[config.mk]
export PLATFORM = sky130hd
export DESIGN_NAME = demux_4_buf
export DESIGN_NICKNAME = d
export VERILOG_FILES = /design/src/rtl/noc_pkg.sv /design/src/rtl/fifo_2.sv /design/src/rtl/demux_4_buf.sv
export SDC_FILE = /design/constraint.sdc
export NUM_CORES = 1
export LEC_CHECK = 0
export ABC_AREA = 1
export CORE_MARGIN = 1.5
export CORE_UTILIZATION = 35
export CTS_BUF_LIST = sky130_fd_sc_hd__clkbuf_4 sky130_fd_sc_hd__clkbuf_8
export DETAILED_ROUTE_END_ITERATION = 10
export HOLD_SLACK_MARGIN = 0.02
export PLACE_DENSITY = 0.67
export SLEW_MARGIN = 0
export SYNTH_ARGS = -nofsm -noshare
export SYNTH_HDL_FRONTEND = slang
export SYNTH_HIERARCHICAL = 1
export SYNTH_SLANG_ARGS = --single-unit
[constraint.sdc]
create_clock -name clk -period 2.3 [get_ports clk]
set_clock_uncertainty 0.15 [all_clocks]
set_input_delay 0.46 -clock clk [delete_from_list [all_inputs] [get_ports clk]]
set_output_delay 0.46 -clock clk [all_outputs]
set_load 0.05 [all_outputs]
[src/rtl/noc_pkg.sv]
// Shared constants and helpers for the buffered 1-to-4 flit demux.
package noc_pkg;

    localparam int FIFO_DEPTH = 2;
    localparam int NUM_PORTS  = 4;

    localparam logic [3:0] SEL_P0 = 4'b0001;
    localparam logic [3:0] SEL_P1 = 4'b0010;
    localparam logic [3:0] SEL_P2 = 4'b0100;
    localparam logic [3:0] SEL_P3 = 4'b1000;

    // A select routes a flit only when exactly one port bit is set.
    function automatic logic sel_legal(input logic [3:0] s);
        return (s != 4'b0000) && ((s & (s - 4'd1)) == 4'b0000);
    endfunction

endpackage

[src/rtl/fifo_2.sv]
// Two-entry in-order FIFO; the head reads as zero while empty.
module fifo_2
    import noc_pkg::*;
#(
    parameter int DATA_WIDTH = 4
) (
    input  logic                  clk,
    input  logic                  rst,
    input  logic                  push,
    input  logic                  pop,
    input  logic [DATA_WIDTH-1:0] data_in,
    output logic [DATA_WIDTH-1:0] data_out,
    output logic                  full,
    output logic                  empty
);

    localparam int CW = $clog2(FIFO_DEPTH + 1);

    logic [DATA_WIDTH-1:0] mem [FIFO_DEPTH];
    logic                  wr_ptr;
    logic                  rd_ptr;
    logic [CW-1:0]         count;
    logic                  do_push;
    logic                  do_pop;

    assign full    = (count == CW'(FIFO_DEPTH));
    assign empty   = (count == '0);
    assign do_push = push && !full;
    assign do_pop  = pop && !empty;

    assign data_out = empty ? '0 : mem[rd_ptr];

    always_ff @(posedge clk or posedge rst) begin
        if (rst) begin
            for (int i = 0; i < FIFO_DEPTH; i++) begin
                mem[i] <= '0;
            end
            wr_ptr <= 1'b0;
            rd_ptr <= 1'b0;
            count  <= '0;
        end else begin
            if (do_push) begin
                mem[wr_ptr] <= data_in;
                wr_ptr      <= ~wr_ptr;
            end
            if (do_pop) begin
                rd_ptr <= ~rd_ptr;
            end
            // Push and pop together leave the occupancy unchanged.
            case ({do_push, do_pop})
                2'b10:   count <= count + CW'(1);
                2'b01:   count <= count - CW'(1);
                default: count <= count;
            endcase
        end
    end

endmodule

[src/rtl/demux_4_buf.sv]
// One-hot routed 1-to-4 demux with a 2-entry buffer per output port
// and a saturating counter of flits dropped for an illegal select.
module demux_4_buf
    import noc_pkg::*;
#(
    parameter int DATA_WIDTH = 4,
    parameter int CNT_WIDTH  = 8
) (
    input  logic                  clk,
    input  logic                  rst,
    input  logic [3:0]            sel,
    input  logic                  valid_i,
    input  logic [DATA_WIDTH-1:0] data_i,
    output logic                  ready_o,
    output logic [DATA_WIDTH-1:0] data_o_0,
    output logic [DATA_WIDTH-1:0] data_o_1,
    output logic [DATA_WIDTH-1:0] data_o_2,
    output logic [DATA_WIDTH-1:0] data_o_3,
    output logic [3:0]            valid_o,
    input  logic [3:0]            ready_i,
    output logic                  err_o,
    output logic [CNT_WIDTH-1:0]  drop_cnt
);

    logic                  legal;
    logic                  drop;
    logic [3:0]            full;
    logic [3:0]            empty;
    logic [3:0]            push;
    logic [3:0]            pop;
    logic [DATA_WIDTH-1:0] head [NUM_PORTS];

    assign legal = sel_legal(sel);

    // Illegal selects are always accepted so they can be discarded.
    assign ready_o = !legal || ((sel & full) == 4'b0000);
    assign push    = (valid_i && legal && ready_o) ? sel : 4'b0000;
    assign drop    = valid_i && !legal;

    assign valid_o = ~empty;
    assign pop     = valid_o & ready_i;

    for (genvar k = 0; k < NUM_PORTS; k++) begin : g_port
        fifo_2 #(
            .DATA_WIDTH(DATA_WIDTH)
        ) u_fifo (
            .clk     (clk),
            .rst     (rst),
            .push    (push[k]),
            .pop     (pop[k]),
            .data_in (data_i),
            .data_out(head[k]),
            .full    (full[k]),
            .empty   (empty[k])
        );
    end

    assign data_o_0 = head[0];
    assign data_o_1 = head[1];
    assign data_o_2 = head[2];
    assign data_o_3 = head[3];

    always_ff @(posedge clk or posedge rst) begin
        if (rst) begin
            err_o    <= 1'b0;
            drop_cnt <= '0;
        end else begin
            err_o <= drop;
            if (drop && (drop_cnt != '1)) begin
                drop_cnt <= drop_cnt + CNT_WIDTH'(1);
            end
        end
    end

endmodule

# [After elaboration in Yosys (flattened, before gate mapping)]
# Cells that the tools add are included.
[totals] reg_bits=57
[classes] reduce_logical=38 n_eq_ne=13 n_addsub=10 n_mux=33 n_lt_le_gt_ge=12 bitwise_logic=20
[ops] op="4-bit two-way mux" count=21
[ops] op="8-bit bitwise mux" count=4
[ops] op="1-bit logical AND" count=17
[ops] op="4-bit demux with 1-bit select" count=4
[ops] op="2-bit equality test, second input constant" count=8
[ops] op="2-bit >= comparator, second input constant" count=8
[ops] op="1-bit inverter with 2-bit output" count=8
[ops] op="2-bit case mux with 2 select lines" count=4
[ops] op="4-bit AND" count=3
[ops] op="1-bit logical NOT" count=9
[ops] op="2-bit by 1-bit adder with 2-bit output, second input constant" count=4
[ops] op="8-bit by 1-bit adder with 8-bit output, second input constant" count=1
[ops] op="2-bit by 1-bit equality test with 1-bit output, second input constant" count=4
[ops] op="2-bit logical NOT" count=4
[ops] op="4-bit logical NOT" count=2
[ops] op="2-bit by 1-bit less-than comparator with 1-bit output, second input constant" count=4
[ops] op="8-bit != test, second input constant" count=1
[ops] op="1-bit inverter" count=8
[ops] op="2-bit nonzero test" count=4
[ops] op="2-bit by 1-bit subtractor with 2-bit output, second input constant" count=4
[ops] op="4-bit inverter" count=1
[ops] op="4-bit nonzero test" count=1
[ops] op="4-bit by 1-bit subtractor with 4-bit output, second input constant" count=1
[ops] op="1-bit logical OR" count=1

# [Logic depth before layout (Yosys ltp)]
[logic_depth] depth_word=11 mapped_depth=17 ltp_nobuf=15

# [Hierarchy]
# Netlist, hierarchy kept.
[modules_own_cells] module="fifo_2" instances=4 area_each_um2=606.8 cells_each=78
[modules_own_cells] module="demux_4_buf" instances=1 area_each_um2=714.4 cells_each=113

# [Worst setup path before layout]
# No wires, ideal clock.
[synth_timing] path_kind="flip-flop to flip-flop" from="register g_port[2].u_fifo.count[0]" to="register g_port[1].u_fifo.count[1]" stages_incl_launch_ff=17 period_less_slack_ps=2292 setup_slack_ps=8 setup_time_ps=117 t_arrival_ps=2025 path_cell_list="dfrtp_1 inv_2 nand2_2 buf_4 inv_1 nand2_1 nand3_1 a21oi_1 nand2_1 nor3_1 buf_2 nand2_2 ha_1 inv_1 nand3_1 nand2_1 nand2_1"
[synth_via] elab_chain_cells=9
[synth_rtl] item="start: declaration" line="fifo_2.sv:22" rtl="logic [CW-1:0] count;"
[synth_rtl] item="start signal: assignment" line="fifo_2.sv:51" rtl="2'b10: count <= count + CW'(1);"
[synth_rtl] item="start signal: assignment" line="fifo_2.sv:52" rtl="2'b01: count <= count - CW'(1);"
[synth_rtl] item="start signal: assignment" line="fifo_2.sv:53" rtl="default: count <= count;"
[synth_rtl] item="2-bit equality test (*)" line="fifo_2.sv:26" rtl="assign full = (count == CW'(FIFO_DEPTH));"
[synth_rtl] item="via full[2]" line="demux_4_buf.sv:27" rtl="logic [3:0] full;"
[synth_rtl] item="4-bit AND (*)" line="demux_4_buf.sv:36" rtl="assign ready_o = !legal || ((sel & full) == 4'b0000);"
[synth_rtl] item="4-bit logical NOT (*)" line="demux_4_buf.sv:36"
[synth_rtl] item="1-bit logical OR (*)" line="demux_4_buf.sv:36"
[synth_rtl] item="1-bit logical AND (*)" line="demux_4_buf.sv:37" rtl="assign push = (valid_i && legal && ready_o) ? sel : 4'b0000;"
[synth_rtl] item="4-bit two-way mux (*)" line="demux_4_buf.sv:37"
[synth_rtl] item="via push[1]" line="demux_4_buf.sv:29" rtl="logic [3:0] push;"
[synth_rtl] item="1-bit logical AND (*)" line="fifo_2.sv:28" rtl="assign do_push = push && !full;"
[synth_rtl] item="2-bit by 1-bit equality test with 1-bit output or 2-bit equality test (tied branches)" line="fifo_2.sv:50" rtl="case ({do_push, do_pop})"
[synth_rtl] item="2-bit case mux with 2 select lines or 2-bit nonzero test (tied branches)"
[synth_rtl] item="end signal: assignment" line="fifo_2.sv:51"
[synth_rtl] item="end signal: assignment" line="fifo_2.sv:52"
[synth_rtl] item="end signal: assignment" line="fifo_2.sv:53"
[synth_rtl] item="end: declaration" line="fifo_2.sv:22"
# Mark *: on every way through the listed nets, which the timed path passes. The rest lies on a longest branch.
# A chain may end at the register's enable or synchronous reset.

# [Worst setup path after layout]
[layout_timing] from="register drop_cnt[3]" to="output port drop_cnt[3]"
[layout_lines] item="start: declaration" line="demux_4_buf.sv:22" rtl="output logic [CNT_WIDTH-1:0] drop_cnt"
[layout_lines] item="start signal: assignment" line="demux_4_buf.sv:70" rtl="drop_cnt <= drop_cnt + CNT_WIDTH'(1);"
# No word-level cell between the ends.

==> reports/results.tsv <==
metric	value	unit
grt_max_degree	13	
rr_endpoint	g_port[0].u_fifo/count[1]$_DFFE_PP0P_	
die_h	97.7	µm
avgSynthCellArea	7.39	µm²
p_sw	2.89	mW
min-delay-path-class	flop to flop	
synth_seq_area_share	45.4	%
dpl.hpwl	5.54	mm
min_period_over_period	96.4	%
cp-start-kind	flop	
cp_top_family	buffers and inverters	
multi_input_area	0.00148	mm²
nNetsFinal	514	
n_antenna_cell	0	
grt-ovfl-total	0	
p_int	3.06	mW
critPathMaxStageDelay	0.84	ns
worstPathArrival	1.61	ns
r2r-start	g_port[2].u_fifo/count[0]$_DFFE_PP0P_	
setup_violations	0	
endpoint_kind	primary output	
path_cells	clkdlybuf4s50_1	
cts_buffer_depth	2	
yosysMostFrequentCell	nand2_1	
first_global_vias	2905	
yosysUniqueCellTypes	23	
yosys.area.top_type_share	45.4	%
synth-edff-count	0	
clkLatencyLatePin	0.33	ns
required	1.69	ns
wl_per_cell	12.3	µm
port-buffer-count	44	
synthAdderAreaFrac	1.99	%
synth_top_cell_by_area	dfrtp_1	
avgViaCountPerCell	4.93	
drive_gt1_share	19.2	%
fillers	847	
irDropWorstVdd	0.704	mV
wl	7.48	mm
power_density	1450	mW/mm²
path_depth	1	
p_leak	2.19	nW
final-seq-area	0.00143	mm²
drcViolationCount	0	
synth-simple-area-share	38.3	%
drtIter0Drc	179	
ant_nets	0	
synth_xor_area_share	1.39	%
cpMaxStageDelayCell	clkdlybuf4s50_1	
rows	34	
combPwrFrac	55.0	%
worst-path-buf-inv	1	
syn_nets	445	
pin_count	45	
cts_hold_buf	0	
power_frac_seq	31.7	%
synth.area.top_cells	dfrtp_1 45%, nand2_1 20%, nand4_1 8.2%	
cts_max_level	3	
cts_tree	done	
maxCapViolCount	0	
grt_usage	16.7	%
core-area	0.00872	mm²
rrSetupSlack	0.17	ns
cts_made_buffers	9	
ys_async_sr_fraction	100	%
synth_top_family_by_area	simple AND/OR/NAND/NOR gates	
maxSlewHeadroom	66.5	%
synthCells	425	
ys_warn_count	6	
cts.sinks	57	
antenna_found_initial	0	
syn_to_final_growth	30.5	%
die_w	97.7	µm
outcome	finished, final reports clean	
finalHoldViolCount	0	
synthTopCellsByCount	167 x nand2_1, 57 x dfrtp_1, 49 x inv_1, 41 x nand4_1	
initial_core_util	36.0	%
critPathCapture	drop_cnt[3]	
clkTransAtPathRegs	0.07	ns
p_sw_share	48.5	%
ys_ff_latch	57	
power.total	5.95	mW
muxShareOfSynthArea	0	%
slew_violations	0	
place_congestion	0.761	
worstSetupPathType	flop to primary output	
synth_compound_area_share	3.98	%
post-route-util	47.0	%
p_clk_share	13.3	%
die-area	0.00955	mm²
netlist_area	0.00314	mm²
final_area	0.00410	mm²
grt_pass1_wl	12.9	mm
finalCriticalPeriod	2.22	ns
tns	0	ns
setup.worst_path.start	drop_cnt[3]$_DFFE_PP0P_	
tightest_slew	0.502	ns
synth_ff_type	dfrtp_1	
dr.pass1.iters	6	
max_freq	451	MHz
cp_max_fo	6	
reg2reg_depth	15	
dpl_cell_area	0.00388	mm²
cts_root_buffer	clkbuf_8	
dr_total_vias	2993	
==> flip-flops by register name, indices dropped and copies added (netlist names) <==
register / flops
err_o: 1
g_port.u_fifo/mem: 32
g_port.u_fifo/count: 8
g_port.u_fifo/rd_ptr: 4
drop_cnt: 8
g_port.u_fifo/wr_ptr: 4
==> power groups by stage <==
stage          Sequential [mW]  Combinational, mW  Clock (mW)
3_3_place_gp              1.88               3.17           0
4_1_cts                   1.88               3.24       0.826
2_1_floorplan             1.93               2.05           0
5_1_grt                   1.96               3.57       0.882
3_5_place_dp              1.89               3.25           0
6_report                  1.88               3.27       0.795
==> worst reg2reg max path, stage by stage, from the launching register on <==
cell,delay [ns]
dfrtp_1,0.41
inv_2,0.06
nand2_2,0.06
inv_1,0.04
nand2_1,0.06
nand3_1,0.10
a21oi_2,0.15
nand2_2,0.10
nor3_2,0.12
buf_4,0.14
nand2_2,0.06
ha_1,0.32
inv_1,0.09
nand3_1,0.07
nand2_1,0.06
nand2_1,0.05
==> worst min-delay path by stage <==
| stage | startpoint | to | slack (ns) | depth (start not counted) |
|---|---|---|---|---|
| after floorplan | rst | drop_cnt[0]$_DFFE_PP0P_ | 0.14 | 1 |
| after CTS | g_port[3].u_fifo/mem[6]$_DFFE_PP0P_ | g_port[3].u_fifo/mem[6]$_DFFE_PP0P_ | 0.33 | 2 |
| final | g_port[3].u_fifo/mem[0]$_DFFE_PP0P_ | g_port[3].u_fifo/mem[0]$_DFFE_PP0P_ | 0.33 | 2 |
| after global placement | g_port[3].u_fifo/mem[4]$_DFFE_PP0P_ | g_port[3].u_fifo/mem[4]$_DFFE_PP0P_ | 0.31 | 2 |
| after global routing | g_port[0].u_fifo/mem[5]$_DFFE_PP0P_ | g_port[0].u_fifo/mem[5]$_DFFE_PP0P_ | 0.36 | 2 |
| after detailed placement | g_port[3].u_fifo/mem[6]$_DFFE_PP0P_ | g_port[3].u_fifo/mem[6]$_DFFE_PP0P_ | 0.31 | 2 |
==> kinds of logic (layout without fill, tap and decap cells) <==
kind of cell,count (synthesis),in the layout
AND/OR/NAND/NOR,266,266
buffers and inverters,67,141
flip-flops,57,57
AO/OA/AOI/OAI,25,25
adder cells (fa/ha/maj),5,5
XOR/XNOR,5,5
==> what timing repair did <==
| action | CTS | global route |
|---|---|---|
| setup endpoints to repair | 3 | 8 |
| setup buffers | 0 | 1 |
| gates resized for setup | 7 | 11 |
==> area by class of cell <==
type	count	area share, %
Clock buffer	10	3.21
Sequential cell	57	34.8
Inverter	57	5.22
Multi-Input combinational cell	301	36.0
Clock inverter	6	0.855
Tap cell	108	3.30
Timing Repair Buffer	68	16.6
==> layout by cell type, fill, tap and decap left out, types with 4 or more instances in the layout <==
cell type and instances:
clkbuf_8 9, nand2_2 16, nor2_2 4, dlymetal6s2s_1 4
nand4_1 41, clkinv_2 4, buf_12 8, inv_2 8
nand2_1 166, inv_1 49, o21ai_0 7, buf_4 34
dfrtp_1 56, nand3_1 18, clkdlybuf4s50_1 15, xnor2_1 4
dlygate4sd2_1 6, nor2_1 12, a21oi_1 17
==> through the flow <==
step	cells	hold WS [ns]	setup slack, ns
detailed placement	590	0.313	-0.353
CTS	606	0.331	0.0152
global route	607	0.357	-0.0138
floorplan	425	0.138	0.00788
finish	607	0.329	0.0832
global placement	590	0.308	-0.265
==> routing by layer <==
metal | share of wire (%) | global-route usage, % | wire length, µm
met5 | 0 | 0 | 0
met4 | 0.63 | 6.37 | 47
met3 | 5.7 | 4.80 | 425
met2 | 48 | 27.8 | 3620
met1 | 45 | 20.5 | 3380
No activity file was read; power rests on OpenSTA's default activity.
